$ cat src/rtl/seg_scan_pkg.sv
// seg_scan_pkg: shared codes, glyphs and scan states
// for the two-digit seven-segment scan driver.
package seg_scan_pkg;

  localparam logic [3:0] CODE_NOFUND = 4'hA;
  localparam logic [3:0] CODE_IDLE   = 4'hB;
  localparam logic [3:0] CODE_BLANK  = 4'hD;
  localparam logic [3:0] CODE_PASS   = 4'hF;

  // High-true glyphs {g,f,e,d,c,b,a}, indexed by code.
  localparam logic [15:0][6:0] GLYPH_TAB = {
    7'h73, 7'h79, 7'h00, 7'h39,
    7'h40, 7'h54, 7'h6F, 7'h7F,
    7'h07, 7'h7D, 7'h6D, 7'h66,
    7'h4F, 7'h5B, 7'h06, 7'h3F
  };

  typedef struct packed {
    logic [3:0] tens;
    logic [3:0] units;
  } code_pair_t;

  typedef enum logic [2:0] {
    S_OFF,
    S_T,
    S_GT,
    S_U,
    S_GU
  } state_t;

endpackage

$ cat src/rtl/seg_glyph_rom.sv
// seg_glyph_rom: 4-bit digit code to high-true
// seven-segment glyph, purely combinational.
module seg_glyph_rom
  import seg_scan_pkg::*;
(
  input  logic [3:0] code,
  output logic [6:0] glyph
);

  assign glyph = GLYPH_TAB[code];

endmodule

$ cat src/rtl/seg_scan_driver.sv
// seg_scan_driver: latches a code pair, scans two digits with dead time.
// Define SEG_SCAN_BLINK_EN to blink both digits while a code is 'n'.
module seg_scan_driver
  import seg_scan_pkg::*;
#(
  parameter int SCAN_DIV       = 1000,
  parameter int GAP            = 2,
  parameter int ACTIVE_LOW_SEG = 1,
  parameter int BLINK_FRAMES   = 250
) (
  input  logic       clk,
  input  logic       reset_n,
  input  logic [3:0] tens_code,
  input  logic [3:0] units_code,
  input  logic       load,
  input  logic       enable,
  output logic [6:0] seg,
  output logic       dp,
  output logic [1:0] an,
  output logic       frame_tick
);

  localparam int CW =
    $clog2((SCAN_DIV > GAP) ? SCAN_DIV : GAP);
  localparam logic [CW-1:0] DIV_LAST =
    CW'(SCAN_DIV - 1);
  localparam logic [CW-1:0] GAP_LAST =
    CW'(GAP - 1);
  localparam logic [6:0] SEG_OFF =
    (ACTIVE_LOW_SEG != 0) ? 7'h7F : 7'h00;

  state_t        state, state_n;
  logic [CW-1:0] cnt, cnt_n;
  code_pair_t    shadow, active;
  code_pair_t    incoming, next_pair;
  logic          frame_start, lz, lit;
  logic          blank_all;
  logic [3:0]    tens_eff, code_sel;
  logic [6:0]    glyph, glyph_lit, seg_n;
  logic [1:0]    an_n;

  assign incoming  = {tens_code, units_code};
  assign next_pair = load ? incoming : shadow;

  // Scan sequencing: next state and slot counter.
  always_comb begin
    state_n = state;
    cnt_n   = cnt + 1'b1;
    if (!enable) begin
      state_n = S_OFF;
      cnt_n   = '0;
    end else begin
      unique case (state)
        S_OFF: begin
          state_n = S_T;
          cnt_n   = '0;
        end
        S_T: if (cnt == DIV_LAST) begin
          state_n = S_GT;
          cnt_n   = '0;
        end
        S_GT: if (cnt == GAP_LAST) begin
          state_n = S_U;
          cnt_n   = '0;
        end
        S_U: if (cnt == DIV_LAST) begin
          state_n = S_GU;
          cnt_n   = '0;
        end
        S_GU: if (cnt == GAP_LAST) begin
          state_n = S_T;
          cnt_n   = '0;
        end
        default: begin
          state_n = S_OFF;
          cnt_n   = '0;
        end
      endcase
    end
  end

  assign frame_start =
    (state_n == S_T) && (state != S_T);

  // State and slot counter registers.
  always_ff @(posedge clk or negedge reset_n) begin
    if (!reset_n) begin
      state <= S_OFF;
      cnt   <= '0;
    end else begin
      state <= state_n;
      cnt   <= cnt_n;
    end
  end

  // Shadow takes every load; active only at frame start.
  always_ff @(posedge clk or negedge reset_n) begin
    if (!reset_n) begin
      shadow <= {CODE_BLANK, CODE_BLANK};
      active <= {CODE_BLANK, CODE_BLANK};
    end else begin
      if (load)
        shadow <= incoming;
      if (frame_start)
        active <= next_pair;
    end
  end

`ifdef SEG_SCAN_BLINK_EN
  localparam int FW = $clog2(BLINK_FRAMES + 1);
  localparam logic [FW-1:0] F_LAST =
    FW'(BLINK_FRAMES - 1);

  logic [FW-1:0] fcnt;
  logic          blink_off;

  // Blink half-period tracker; a new pair restarts it lit.
  always_ff @(posedge clk or negedge reset_n) begin
    if (!reset_n) begin
      fcnt      <= '0;
      blink_off <= 1'b0;
    end else if (frame_start) begin
      if (next_pair != active) begin
        fcnt      <= '0;
        blink_off <= 1'b0;
      end else if (fcnt == F_LAST) begin
        fcnt      <= '0;
        blink_off <= ~blink_off;
      end else begin
        fcnt <= fcnt + 1'b1;
      end
    end
  end

  assign blank_all = blink_off &&
    ((active.tens == CODE_NOFUND) ||
     (active.units == CODE_NOFUND));
`else
  logic blink_unused;
  assign blink_unused = (BLINK_FRAMES > 0);
  assign blank_all    = 1'b0;
`endif

  assign lz = (active.tens == 4'h0) &&
              (active.units <= 4'h9);
  assign tens_eff = lz ? CODE_BLANK : active.tens;
  assign code_sel =
    (state == S_U) ? active.units : tens_eff;

  seg_glyph_rom u_rom (
    .code  (code_sel),
    .glyph (glyph)
  );

  assign lit = (state == S_T) || (state == S_U);
  assign glyph_lit =
    (lit && !blank_all) ? glyph : 7'h00;
  assign seg_n = (ACTIVE_LOW_SEG != 0) ?
    ~glyph_lit : glyph_lit;
  assign an_n = (state == S_T) ? 2'b01 :
                (state == S_U) ? 2'b10 : 2'b11;

  // Registered pin drivers; enable low darkens at once.
  always_ff @(posedge clk or negedge reset_n) begin
    if (!reset_n) begin
      seg        <= SEG_OFF;
      an         <= 2'b11;
      frame_tick <= 1'b0;
    end else if (!enable) begin
      seg        <= SEG_OFF;
      an         <= 2'b11;
      frame_tick <= 1'b0;
    end else begin
      seg        <= seg_n;
      an         <= an_n;
      frame_tick <= (state == S_T) && (cnt == '0);
    end
  end

  assign dp = (ACTIVE_LOW_SEG != 0);

endmodule

$ cat config.mk
export PLATFORM = sky130hd
export DESIGN_NAME = seg_scan_driver
export DESIGN_NICKNAME = d
export VERILOG_FILES = /design/src/rtl/seg_scan_pkg.sv /design/src/rtl/seg_glyph_rom.sv /design/src/rtl/seg_scan_driver.sv
export SDC_FILE = /design/constraint.sdc
export NUM_CORES = 1
export LEC_CHECK = 0
export CORE_MARGIN = 10
export CORE_UTILIZATION = 56
export CTS_CLUSTER_DIAMETER = 120
export DETAILED_ROUTE_END_ITERATION = 10
export HOLD_SLACK_MARGIN = 0.15
export PLACE_DENSITY = 0.79
export SETUP_SLACK_MARGIN = 0.3
export SLEW_MARGIN = 20
export SYNTH_ARGS = -nofsm -noshare
export SYNTH_HDL_FRONTEND = slang
export SYNTH_SLANG_ARGS = --single-unit
$ cat constraint.sdc
create_clock -name clk -period 2.7 [get_ports clk]
set_input_delay 0.54 -clock clk [delete_from_list [all_inputs] [get_ports clk]]
set_output_delay 0.54 -clock clk [all_outputs]
set_load 0.01 [all_outputs]
==> metrics, run 1 <==
Syn Area/Cell=around 11 µm²; H-tree Lvls=2; Hold WC Path Type=register to register; crit start category=register; Synth-to-Final Area Change=15.9%; Fin. Hold Viols=0; Setup WS post-layout=~0.47 ns; die area=~0.0066 mm²; routed via count=between 1,000 and 1,500; die height=81.2 µm; final antenna diode count=0; core area=roughly 0.0036 mm²; register bit total from synthesis=39; IO Pins=23; largest fanout on the critical path=10; # DRC=0; post-cts resize count=0; port bufs=21; peak supply drop=between 0.3 and 0.4 mV; worst stage delay on the critical path=around 0.48 ns; CTS Hold Bufs=0; Synth Instances=between 150 and 200; Clk pin slew, worst setup/hold paths=about 0.080 ns; Site Rows=22; GPL Wtd Cong=~0.93; Slowest cell on crit path=dfrtp_2; CP endpoint kind=register; status=finished clean; PD cells=~660 mW/mm²; Die W=~81 µm; RSZ-0062 raised after global routing=no; post-synth net total=~210; Hold Slack=slightly below 0.5 ns; Slew Limit Headroom=0.646; Slew Viols, Final=0; Worst Skew=about 0.0095 ns; Total GRT Usage=0.131; Routed Wire Length=~4 mm; nets=approximately 230; MaxCap Viol Count=0; critical path class=register to register; Clock Sink Count=39; cts bufs inserted=5; asr flop ratio synth=1.00; global-route wire length before repair=approximately 7 mm; initial DRC count=94; GRT overflow=0; most frequent cells in the layout=dfstp_2, clkdlybuf4s50_1, nor2_1, dfrtp_1, mux2_2; clk buf depth=2; GRT met2 Usage=0.206; leakage power=0.971 nW; maximum number of pins on one net before global-route repair=40; Main synth FF type=dfstp_2; GRT Max-Usage Layer=met2; GR Layer Usage met1=0.158; DP Wirelength=about 3.0 mm; crit path DAT=about 2.5 ns; post-route ant nets=0; Final Critical Period=2.23 ns; post-synthesis sequential area ratio=0.478; Max Fclk=between 400 and 500 MHz; Synth Warn #=0; clk_lat worst skew=0.30 ns; post-route setup TNS=0 ns; GR met3 Demand/Resource=0.0464; DR pass1 iterations=5; Final Setup Violations=0; number of synthesized flops with an enable pin=0; layout cells sized above 1=0.316; mean number of vias per cell=around 5.6; vias in the first global route=1,476; Slew @ Worst Pin=between 0.5 and 0.6 ns; post-CTS setup buffer count=0; Synth cell types=between 50 and 60; starting density of the core=0.577; Post-Syn Area=~0.0021 mm²; Worst Setup Slack post-DPL=0.375 ns; Req. time, crit path=2.92 ns; crit share post-route=0.827; antenna violations before repair=0; CP Cell Sequence=and3b_2 > a21o_4 > o22ai_2 > inv_1 > ha_1 > or3_1 > a21oi_1 > o31ai_1; TritonCTS clock tree=done; routed length per instance=approximately 15 µm; root buffer cell=clkbuf_8
[area by class of cell]
cell class                      count  area [µm²]
Fill cell                         289        1200
Multi-Input combinational cell    128        1010
Sequential cell                    39        1000
Timing Repair Buffer               23         225
Clock buffer                        7        86.3
Tap cell                           48        60.1
Inverter                           11        41.3
Clock inverter                      1        5.00
[synthesized netlist by cell type (2+ instances only)]
cell type | instances | area [µm²]
a21oi_1 | 4 | 20.0
a31oi_1 | 2 | 12.5
buf_6 | 3 | 33.8
dfrtp_1 | 18 | 450
dfstp_2 | 21 | 552
ha_1 | 9 | 113
inv_1 | 11 | 41.3
mux2_2 | 15 | 169
nand2_1 | 10 | 37.5
nand3_1 | 3 | 15.0
nand3b_1 | 2 | 15.0
nor2_1 | 18 | 67.6
nor2b_1 | 2 | 12.5
nor3_1 | 7 | 35.0
nor3b_1 | 5 | 37.5
nor4_2 | 2 | 25.0
o211ai_1 | 2 | 15.0
o21ai_0 | 5 | 25.0
o31ai_1 | 3 | 22.5
xnor2_1 | 7 | 61.3
xor2_1 | 3 | 26.3
[final timing paths]
check / from / to / slack [ns] / cells after the start
hold / removal: shadow[5]$_DFF_PN0_ / shadow[5]$_DFF_PN0_ / 0.50 / 1
setup / recovery: state[2]$_DFF_PN0_ / seg[5]$_DFF_PN1_ / 0.47 / 8
max in group asynchronous: reset_n / state[1]$_DFF_PN0_ / 1.67 / 2
hold reg to reg: shadow[5]$_DFF_PN0_ / shadow[5]$_DFF_PN0_ / 0.50 / 1
min in group asynchronous: reset_n / shadow[5]$_DFF_PN0_ / 0.67 / 2
setup reg to reg: state[2]$_DFF_PN0_ / seg[5]$_DFF_PN1_ / 0.47 / 8
[registers in the layout (all words and copies together), names as in the netlist]
name        flops
an              2
shadow          8
active          8
cnt            10
frame_tick      1
state           3
seg             7
[metal layers]
layer	vias to the layer above	wire length [µm]
met3	10	230
met4	0	92
li1	687	-
met1	708	1750
met5	-	0
met2	38	1840
[report_power, final]
group / internal [mW] / switching, mW / total, mW
sequential: 0.695 / 0.0740 / 0.769
combinational: 0.210 / 0.223 / 0.434
clock: 0.206 / 0.193 / 0.399
total: 1.11 / 0.490 / 1.60
[per-stage QoR]
step	cells	util	power, mW	instance area (µm²)
floorplan	184	-	1.06	2100
global placement	249	0.642	1.19	2330
detailed placement	249	0.642	1.21	2330
CTS	257	0.667	1.60	2420
global route	257	0.669	1.70	2430
finish	257	0.669	1.60	2430
[kinds of logic after synthesis]
kind of cell | synth area share
and+or+nand+nor | 0.166
DFF | 0.478
AOI/OAI and AO/OA | 0.125
buffers and inverters | 0.0435
muxes | 0.0853
adders and majority gates | 0.0590
xor gates and xnor gates | 0.0417
other | 0.00179
[critical path, delay by kind of cell (launching register included)]
| family | cells | cell delay [ns] |
|---|---|---|
| buffers and inverters | 1 | 0.14 |
| AO/OA/AOI/OAI | 4 | 0.63 |
| AND/OR/NAND/NOR | 2 | 0.68 |
| adder cells (fa/ha/maj) | 1 | 0.23 |
| flip-flops | 1 | 0.48 |
Power figures use the tool's default switching activity.
==> inputs of run 2 (changes only) <==
==> constraint.sdc (replaced) <==
create_clock -name clk -period 2.3 [get_ports clk]
set_input_delay 0.46 -clock clk [delete_from_list [all_inputs] [get_ports clk]]
set_output_delay 0.46 -clock clk [all_outputs]
set_load 0.01 [all_outputs]
==> metrics, run 2 (synthesis gave the netlist of run 1 again) <==
status=finished clean; MaxCap Viol Count=0; WP buf/inv=1; CP top delay family=flip-flops; largest fanout on the critical path=5; Worst R2R End=seg[5]$_DFF_PN1_; post-route ant nets=0; layout cells sized above 1=0.391; routed length per instance=~16 µm; switching pwr=642 µW; vias in the first global route=~1,600; Fin. Hold Viols=0; port bufs=21; TritonCTS clock tree=done; core area=0.00363 mm²; die height=around 81 µm; die area=0.00660 mm²; most frequent cells in the layout=dfstp_2, clkdlybuf4s50_1, nor2_1, buf_4, dfrtp_1; clk_lat worst skew=approximately 0.30 ns; GRT overflow=0; Max Fclk=around 520 MHz; DR pass1 iterations=4; Largest Register=cnt; RR Startpoint=active[6]$_DFFE_PN1P_; Largest register FFs=10; maximum number of pins on one net before global-route repair=40; RSZ-0062 raised after global routing=yes; # DRC=0; fin cells=about 270; Site Rows=22; crit start category=register; worst stage delay on the critical path=0.60 ns; starting density of the core=0.577; Hold WC Path Type=register to register; Clk network pwr share=0.224; clk buf depth=2; Reg power frac=0.448; CP Depth=8; root buffer cell=clkbuf_8; Tot Pwr=roughly 2.0 mW; mean number of vias per cell=between 5 and 6; Cells after DPL=~250; top flop regs=cnt (10), active (8), shadow (8); Req. time, crit path=between 2 and 3 ns; post-route setup TNS=0 ns; crit share post-route=0.829; leakage power=1.08 nW; PD cells=~770 mW/mm²; combinational fraction of design power=0.328; cts bufs inserted=5; filler cell count=~250; sw frac=0.322; Final Setup Violations=0; crit path DAT=2.13 ns; nets=~250; CP Cell Sequence=nor4_4 > a21o_4 > o22ai_4 > inv_2 > ha_4 > or3_1 > a21oi_2 > o31ai_2; Total GRT Usage=0.136; critical path class=register to register; CTS Hold Bufs=0; GPL Wtd Cong=0.976; Clock Sink Count=39; H-tree Lvls=2; Slowest cell on crit path=dfstp_2; Final Critical Period=approximately 1.9 ns; cells on worst reg2reg path=8; Internal Power=roughly 1.4 mW; Slew Viols, Final=0; final antenna diode count=0; Clk pin slew, worst setup/hold paths=~0.080 ns; Routed Wire Length=roughly 4.3 mm; Synth-to-Final Area Change=24.0%; antenna violations before repair=0; Critical Path Sink=seg[5]$_DFF_PN1_; CP endpoint kind=register; R2R Setup Slk=approximately 0.39 ns; hold path start=shadow[5]$_DFF_PN0_; initial DRC count=between 90 and 100; Die W=approximately 81 µm; critical path startpoint=active[6]$_DFFE_PN1P_; Worst Skew=~0.0060 ns; global-route wire length before repair=a little over 7 mm; peak supply drop=around 0.54 mV; routed via count=about 1,500; IO Pins=23; DP Wirelength=roughly 3.1 mm
==> run 2: power groups by stage <==
stage	Combinational, mW	Sequential (mW)	Clock (mW)
2_1_floorplan	0.357	0.905	0
3_3_place_gp	0.499	0.907	0
3_5_place_dp	0.520	0.918	0
4_1_cts	0.525	0.909	0.458
5_1_grt	0.714	0.911	0.490
6_report	0.655	0.895	0.446
==> run 2: worst min path at each step <==
stage | end | slack, ns | depth (start not counted)
final | shadow[5]$_DFF_PN0_ | 0.50 | 1
after global routing | shadow[5]$_DFF_PN0_ | 0.53 | 1
after CTS | shadow[5]$_DFF_PN0_ | 0.50 | 1
after detailed placement | shadow[5]$_DFF_PN0_ | 0.49 | 1
after global placement | shadow[5]$_DFF_PN0_ | 0.48 | 1
after floorplan | active[1]$_DFFE_PN0P_ | 0.16 | 0
==> run 2: cell type report <==
type | count | area, µm² | share of cell area
Timing Repair Buffer | 39 | 345 | 0.133
Inverter | 11 | 41.3 | 0.0159
Sequential cell | 39 | 1000 | 0.386
Clock buffer | 5 | 68.8 | 0.0265
Tap cell | 48 | 60.1 | 0.0231
Multi-Input combinational cell | 128 | 1070 | 0.410
Clock inverter | 3 | 15.0 | 0.00577
==> run 2: routing by layer <==
metal | track usage | vias up | wire length (µm)
met1 | 0.155 | 766 | 1770
met5 | 0 | - | 0
met3 | 0.0453 | 9 | 250
li1 | - | 723 | -
met4 | 0.0536 | 0 | 79
met2 | 0.232 | 46 | 2240
==> run 2: timing repair <==
item | CTS | global route
pin swaps | 1 | 5
setup endpoints to repair | 5 | 7
gates resized for setup | 2 | 8
buffers inserted | 1 | 13
==> run 2: worst reg2reg max path, cell delays in order, from the launching register on <==
cell and delay, ns:
dfstp_2 0.60, nor4_4 0.07, a21o_4 0.23, o22ai_4 0.15, inv_2 0.10, ha_4 0.17
or3_1 0.32, a21oi_2 0.14, o31ai_2 0.06
==> run 2: stage by stage <==
step | area, µm² | hold WS [ns] | utilization | setup slack, ns
3_3_place_gp | 2370 | 0.479 | 0.652 | 0.306
4_1_cts | 2460 | 0.504 | 0.678 | 0.304
3_5_place_dp | 2370 | 0.487 | 0.652 | 0.235
5_1_grt | 2600 | 0.526 | 0.716 | 0.260
2_1_floorplan | 2120 | 0.164 | - | 0.331
6_report | 2600 | 0.500 | 0.716 | 0.394
==> inputs of run 3 (changes only) <==
==> constraint.sdc (replaced) <==
create_clock -name clk -period 2 [get_ports clk]
set_input_delay 0.4 -clock clk [delete_from_list [all_inputs] [get_ports clk]]
set_output_delay 0.4 -clock clk [all_outputs]
set_load 0.01 [all_outputs]
==> metrics, run 3 (synthesis gave the netlist of run 1 again) <==
status=finished clean; DP Wirelength=between 3 and 4 mm; MaxCap Viol Count=0; crit share post-route=0.916; crit start category=register; mean number of vias per cell=about 5.7; critical path class=register to register; TritonCTS clock tree=done; most frequent cells in the layout=buf_4, dfstp_2, nor2_1, dfrtp_1, clkdlybuf4s50_1; starting density of the core=0.577; Req. time, crit path=between 2 and 2.5 ns; largest fanout on the critical path=3; PD cells=between 800 and 900 mW/mm²; R2R Setup Slk=~0.17 ns; CP endpoint kind=register; filler cell count=199; Site Rows=22; Hold WC Path Type=register to register; antenna violations before repair=0; CTS Hold Bufs=0; GRT overflow=0; Setup WS post-layout=0.168 ns; layout cells sized above 1=0.514; DR pass1 iterations=4; port bufs=21; routed via count=between 1,500 and 2,000; top flop regs=cnt (10), active (8), shadow (8); post-route cell area=between 0.002 and 0.003 mm²; Die W=between 80 and 90 µm; Multi-input gate area=approximately 0.0012 mm²; post-route setup TNS=0 ns; Cell Area, Placed=roughly 0.0024 mm²; vias in the first global route=~1,700; Worst Skew=roughly 0.012 ns; Largest register FFs=10; Slew Viols, Final=0; Total GRT Usage=0.160; final antenna diode count=0; Clock Sink Count=39; Largest Register=cnt; crit path DAT=2.06 ns; Clk pin slew, worst setup/hold paths=0.08 ns; leakage power=1.23 nW; GPL Wtd Cong=0.917; IO Pins=23; Storage cell area=slightly above 0.001 mm²; Synth-to-Final Area Change=40.4%; die height=a little over 80 µm; Routed Wire Length=about 5.5 mm; Hold Slack=between 0.5 and 0.6 ns; post-route ant nets=0; maximum number of pins on one net before global-route repair=40; peak supply drop=0.536 mV; core area=0.00363 mm²; Final Critical Period=approximately 1.8 ns; clk buf depth=2; initial DRC count=69; clk_lat worst skew=0.31 ns; Fin. Hold Viols=0; global-route wire length before repair=approximately 8.2 mm; root buffer cell=clkbuf_8; die area=between 0.006 and 0.007 mm²; RSZ-0062 raised after global routing=yes; routed length per instance=about 19 µm; Worst Setup Slack post-DPL=about 0.064 ns; Tot Pwr=~2.5 mW; Max Fclk=roughly 550 MHz; nets=approximately 270; Final Setup Violations=0; H-tree Lvls=2; commonest non-fill, non-tap cell in the layout=buf_4; # DRC=0; cts bufs inserted=5
==> run 3: critical path, stage by stage (launching register included) <==
cell and delay [ns]:
dfrtp_1 0.39, and3b_2 0.25, a21o_4 0.20, o22ai_4 0.12, inv_2 0.09, buf_6 0.13
ha_4 0.14, nor3_2 0.16, a21oi_1 0.07, o221ai_1 0.19
==> run 3: layer usage <==
layer,GRT usage,part of all wire,vias up
met5,0,0,-
met4,0.0657,0.019,0
met3,0.0508,0.049,10
met2,0.264,0.51,48
met1,0.190,0.42,858
li1,-,-,767
==> run 3: final cells by class <==
cell class              instances  area share
multi-input cells             129       0.415
flip-flops and latches         39       0.341
repair buffers                 60       0.175
clock buffers                   8      0.0340
well taps                      48      0.0204
inverters                      11      0.0140
==> run 3: worst paths after layout <==
kind / startpoint / end / depth (start not counted)
max in group asynchronous: reset_n / cnt[5]$_DFF_PN0_ / 2
min in group asynchronous: reset_n / frame_tick$_DFF_PN0_ / 2
worst max-delay path: state[1]$_DFF_PN0_ / seg[1]$_DFF_PN1_ / 9
worst max register to register: state[1]$_DFF_PN0_ / seg[1]$_DFF_PN1_ / 9
worst min register to register: shadow[5]$_DFF_PN0_ / shadow[5]$_DFF_PN0_ / 1
worst min-delay path: shadow[5]$_DFF_PN0_ / shadow[5]$_DFF_PN0_ / 1
==> run 3: through the flow <==
step	std cells	util
after floorplan	184	-
after global placement	259	0.668
after detailed placement	259	0.668
after CTS	284	0.761
after global routing	295	0.811
final	295	0.811
==> run 3: report_power, final <==
group	internal (mW)	switching, mW
sequential	0.936	0.0675
clock	0.315	0.295
combinational	0.461	0.470
total	1.71	0.832
==> run 3: repair_timing <==
action	CTS	global route
setup endpoints to repair	31	24
resized for setup	30	25
pin swaps	16	24
setup buffers	16	11
cloned	1	0
